**src/rtl/feature_burst_fetch.sv**
```systemverilog
// Burst feature fetch: reads burst_len consecutive words from external memory,
// keeps up to MAX_OUTSTANDING reads in flight, and writes the returns into one on-chip bank.
module feature_burst_fetch #(
   parameter  int DATA_W          = 128,
   parameter  int SRC_AW          = 16,
   parameter  int DST_AW          = 15,
   parameter  int LEN_W           = 8,
   parameter  int NUM_BANKS       = 2,
   parameter  int MAX_OUTSTANDING = 4,
   localparam int BS_W            = (NUM_BANKS > 1) ? $clog2(NUM_BANKS) : 1,
   localparam int OUT_W           = $clog2(MAX_OUTSTANDING + 1)
) (
   input  logic                 clk,
   input  logic                 rst,
   input  logic                 start,
   input  logic [SRC_AW-1:0]    src_addr,
   input  logic [DST_AW-1:0]    dst_addr,
   input  logic [LEN_W-1:0]     burst_len,
   input  logic [BS_W-1:0]      bank_sel,
   output logic                 busy,
   output logic                 mem_rd_req,
   output logic [SRC_AW-1:0]    mem_rd_addr,
   input  logic                 mem_rd_gnt,
   input  logic                 mem_rd_valid,
   input  logic [DATA_W-1:0]    mem_rd_data,
   output logic                 wr_en,
   output logic [DST_AW-1:0]    wr_addr,
   output logic [DATA_W-1:0]    wr_data,
   output logic [NUM_BANKS-1:0] wr_bank,
   output logic                 fetch_done
);

   typedef enum logic [1:0] {IDLE, ISSUE, DRAIN, DONE} state_t;

   state_t                r_state;
   logic [SRC_AW-1:0]     r_src;
   logic [DST_AW-1:0]     r_dst;
   logic [LEN_W-1:0]      r_len;
   logic [LEN_W-1:0]      r_issued;
   logic [LEN_W-1:0]      r_returned;
   logic [OUT_W-1:0]      r_out;
   logic                  r_busy;
   logic                  r_req;
   logic [SRC_AW-1:0]     r_rd_addr;
   logic                  r_wr_en;
   logic [DST_AW-1:0]     r_wr_addr;
   logic [DATA_W-1:0]     r_wr_data;
   logic [NUM_BANKS-1:0]  r_wr_bank;
   logic                  r_done;

   logic                  w_fire;
   logic                  w_ret;
   logic [LEN_W-1:0]      w_issued_n;
   logic [OUT_W-1:0]      w_out_n;
   logic [NUM_BANKS-1:0]  w_bank_oh;

   always_comb begin
      w_fire     = r_req & mem_rd_gnt;
      // returns beyond the burst length, or outside a burst, are dropped
      w_ret      = mem_rd_valid & ((r_state == ISSUE) | (r_state == DRAIN)) & (r_returned != r_len);
      w_issued_n = r_issued + LEN_W'(w_fire);
      w_out_n    = r_out + OUT_W'(w_fire) - OUT_W'(w_ret);
      w_bank_oh  = '0;
      for (int unsigned b = 0; b < NUM_BANKS; b++) begin
         w_bank_oh[b] = (bank_sel == BS_W'(b));
      end
   end

   always_ff @(posedge clk) begin
      if (rst) begin
         r_state    <= IDLE;
         r_src      <= '0;
         r_dst      <= '0;
         r_len      <= '0;
         r_issued   <= '0;
         r_returned <= '0;
         r_out      <= '0;
         r_busy     <= 1'b0;
         r_req      <= 1'b0;
         r_rd_addr  <= '0;
         r_wr_en    <= 1'b0;
         r_wr_addr  <= '0;
         r_wr_data  <= '0;
         r_wr_bank  <= '0;
         r_done     <= 1'b0;
      end else begin
         r_wr_en <= w_ret;
         if (w_ret) begin
            r_wr_data  <= mem_rd_data;
            r_wr_addr  <= r_dst + DST_AW'(r_returned);
            r_returned <= r_returned + 1'b1;
         end
         case (r_state)
            IDLE: begin
               if (start) begin
                  r_src      <= src_addr;
                  r_dst      <= dst_addr;
                  r_len      <= burst_len;
                  r_issued   <= '0;
                  r_returned <= '0;
                  r_out      <= '0;
                  r_busy     <= 1'b1;
                  r_wr_bank  <= w_bank_oh;
                  r_rd_addr  <= src_addr;
                  if (burst_len == '0) begin
                     r_state <= DONE;
                     r_done  <= 1'b1;
                  end else begin
                     r_state <= ISSUE;
                     r_req   <= 1'b1;
                  end
               end
            end
            ISSUE: begin
               r_issued <= w_issued_n;
               r_out    <= w_out_n;
               // request is recomputed from next-cycle counts, so it holds steady while ungranted
               if (w_issued_n == r_len) begin
                  r_state <= DRAIN;
                  r_req   <= 1'b0;
               end else begin
                  r_req     <= (w_out_n < OUT_W'(MAX_OUTSTANDING));
                  r_rd_addr <= r_src + SRC_AW'(w_issued_n);
               end
            end
            DRAIN: begin
               r_out <= w_out_n;
               if (r_returned == r_len) begin
                  r_state <= DONE;
                  r_done  <= 1'b1;
               end
            end
            DONE: begin
               r_done  <= 1'b0;
               r_busy  <= 1'b0;
               r_state <= IDLE;
            end
            default: r_state <= IDLE;
         endcase
      end
   end

   assign busy        = r_busy;
   assign mem_rd_req  = r_req;
   assign mem_rd_addr = r_rd_addr;
   assign wr_en       = r_wr_en;
   assign wr_addr     = r_wr_addr;
   assign wr_data     = r_wr_data;
   assign wr_bank     = r_wr_bank;
   assign fetch_done  = r_done;

endmodule

```
**config.mk**
```make
export PLATFORM = sky130hd
export DESIGN_NAME = feature_burst_fetch
export DESIGN_NICKNAME = d
export VERILOG_FILES = /design/src/rtl/feature_burst_fetch.sv
export SDC_FILE = /design/constraint.sdc
export NUM_CORES = 1
export LEC_CHECK = 0
export BUFFER_PORTS_ARGS = -buffer_cell sky130_fd_sc_hd__buf_4
export CAP_MARGIN = 30
export CORE_ASPECT_RATIO = 1.1
export CORE_MARGIN = 8
export CORE_UTILIZATION = 25
export DETAILED_ROUTE_END_ITERATION = 10
export PLACE_DENSITY = 0.46
export SYNTH_ARGS = -nofsm -noshare
export SYNTH_HDL_FRONTEND = slang
export SYNTH_SLANG_ARGS = --single-unit
```
**constraint.sdc**
```tcl
create_clock -name clk -period 4.6 [get_ports clk]
set_input_delay 0.46 -clock clk [delete_from_list [all_inputs] [get_ports clk]]
set_output_delay 0.46 -clock clk [all_outputs]
set_load 0.02 [all_outputs]
```
==> results.md <==
* TNS Setup at 0 ps
* GPL Wtd Cong at 0.775
* Post-DRT Antenna Nets at 0
* Initial Util at 25.2%
* DRC at 0
* Peak VDD IR at 0.000336 V
* Min setup slack post-route at 1110 ps
* Post-CTS Hold Fix Bufs at 0
* Setup Crit Path Kind: flop to flop
* Worst Skew at 11.2 ps
* Most frequent cells in the layout: nand2_1, buf_4, dfxtp_1
* DR pass1 iterations at 4
* I/O pin cnt at 338
* Max-cap check violation count at 0
* Syn Area/Cell at 8.04 µm²
* CP peak stage delay at 350 ps
* Dpl ws at 915 ps
* Fmax at 286 MHz
* Fin crit share at 75.9%
* Worst min path class: primary input to flop
* Chip height at 221 µm
* CP Launch Type: flop
* Core area at 38000 µm²
* Root Buffer: clkbuf_16
* P per Cell Area at 523 nW/µm²
* Layout cells sized above 1 at 27.1%
* Deepest clock path buffer count at 3
* Post-synth EDFFs at 0
* Post-route cell area at 13500 µm²
* CP bufs+invs at 0
* FF-to-FF path depth at 14
* Largest net degree at the start of global routing at 160
* Worst-Skew Late Latency at 550 ps
* Placed cell area at 12500 µm²
* Commonest non-fill, non-tap cell in the layout: nand2_1
* YS warnings at 0
* Post-synth ARST share at 0%
* Die area at 44900 µm²
* Sequential fraction of the synthesis area at 47.0%
* CTS-repair resized insts at 0
* Yosys reg bits at 225
* Wirelength per Cell at 17.1 µm
* Ranking of synthesized cells by area: dfxtp_1, nand2_1, a21oi_1
* Max_slew headroom at 40.7%
* CTS tree: yes
* End of the worst register-to-register path: mem_rd_addr[13]$_SDFFE_PP0P_
* Worst-Margin Slew at 889 ps
* Site Rows at 75
* H-tree Lvls at 1
* Post-CTS setup buffers at 0
* RSZ-0062 raised after global routing: false
* Period minus WS final at 3490 ps
* Post-DP HPWL at 24.9 mm
* Syn_nets at 1393
* Most used cell, CP: ha_1
* First-pass GRT wire length at 52.2 mm
* Pleak at 5.65 nW
* Detailed Route WL at 34.3 mm
* WP depth at 14
* Worst Setup EP: mem_rd_addr[13]$_SDFFE_PP0P_
* Max-slew violations at 0
* Vias per cell at 4.45
* Top cell type's share of synthesized area at 47.0%
* Number of global-route vias before repair at 8581
* Vias at 8948
* Post-Syn Instances at 1192
* Arrival @ worst endpoint at 3960 ps
* Setup crit start: mem_rd_req$_SDFFE_PP0P_
* Top cell type by total area after synthesis: dfxtp_1
* Netlist Area Pre-Place at 9590 µm²
* Num CTS Buffers at 28
* CP Data Required Time at 5070 ps
* Clock transition at path regs at 60 ps
* Status: finished, final reports clean
* Final Net Count at 1691
* Count of cell types in the netlist at 65
* Gr usage total at 14.5%
* Slowest CP cell: ha_1
* Ys flop type: dfxtp_1
* CP top delay family: compound AO/OA/AOI/OAI gates
* Worst r2r src: mem_rd_req$_SDFFE_PP0P_
* Die X at 203 µm
* Endpoint class of the critical path: flop
* TritonCTS Sinks at 225
* Final hold viol count at 0
* Gr ovfl total at 0
* Area Overhead vs Synth at 40.7%
* Final setup viols at 0
* CP max FO at 7
* Initial DRC Count at 431
* Initial antenna violation count at 2
* FF-to-FF setup slack at 1110 ps
* Port Buffers at 337
* Crit-path cells: and2_1 > ha_1 > ha_1 > nand3_2 > nor2_1 > xor2_1 > ha_1 > a21o_1 > a21oi_1 > nor2b_1 > a41oi_4 > o21ai_0 > a311o_1 > o21ai_1
## registers in the layout, summed over array words and instances (netlist names)
signal       count
fetch_done       1
r_state          2
wr_data        128
r_len            8
r_src           16
r_returned       8
wr_bank          2
r_dst           15
wr_en            1
busy             1
mem_rd_addr     16
r_out            3
wr_addr         15
r_issued         8
mem_rd_req       1
## per-stage QoR
stage	instances	util, %	hold WS (ps)	power (mW)
detailed placement	1959	32.9	447	4.84
global placement	1959	32.9	442	4.83
finish	2010	35.5	157	7.05
floorplan	1192	-	441	3.92
CTS	2008	35.4	121	7.18
global route	2010	35.5	139	7.50
## cell type report
cell class                 count  area [µm²]
clock inverter                 7         118
sequential                   225        4500
clock buffer                  42         845
antenna                        1        2.50
inverter                      17        66.3
tap                          500         626
multi-input combinational    872        4700
timing repair buffer         346        2630
fill                        4039       24500
## logic make-up (layout without fill, tap and decap cells)
family                     Yosys count  after routing  share of synthesized area (%)
and+or+nand+nor                    503            503                           21.8
AOI/OAI and AO/OA                  282            282                           17.0
DFF                                225            225                           47.0
buffers and inverters               95            412                           4.15
xor gates and xnor gates            49             49                           5.06
adders and majority gates           28             28                           3.89
muxes                               10             10                           1.08
other                                0              1                              0
## tightest hold or removal path, delay by kind of cell
| kind | cells | cell delay, ps |
|---|---|---|
| compound gates | 1 | 50 |
| simple gates | 1 | 40 |
| buf+inv | 1 | 110 |
## Yosys cell counts (all sizes together) (9+ instances only)
cell type,count
a211oi,11
buf,18
a22oi,9
nor2,60
a21oi,202
ha,25
nor3,12
xor2,23
nand2,374
o21ai,26
xnor2,22
inv,16
clkbuf,60
nand3,15
dfxtp,225
## worst min path at each step
stage	start	endpoint	slack, ps	cells after the start
after floorplan	r_dst[0]$_SDFFE_PP0P_	r_dst[0]$_SDFFE_PP0P_	440	2
after global placement	wr_data[50]$_SDFFE_PP0N_	wr_data[50]$_SDFFE_PP0N_	440	2
after detailed placement	wr_data[11]$_SDFFE_PP0N_	wr_data[11]$_SDFFE_PP0N_	450	2
after CTS	mem_rd_data[118]	wr_data[118]$_SDFFE_PP0N_	120	3
after global routing	mem_rd_data[0]	wr_data[0]$_SDFFE_PP0N_	140	3
final	mem_rd_data[27]	wr_data[27]$_SDFFE_PP0N_	160	3
## layer usage
layer  GRT usage [%]  part of all wire, %  wire length, µm
met3            4.46                  7.8             2670
met4            3.58                  1.9              637
met5               0                0.020                7
met1            18.0                   44            14900
met2            23.9                   47            16100
## power breakdown
part | total (mW) | switching, mW | internal, mW
registers | 2.48 | 0.206 | 2.27
logic | 2.28 | 1.42 | 0.864
clock network | 2.29 | 0.862 | 1.42
(Power assumes the default switching activity.)
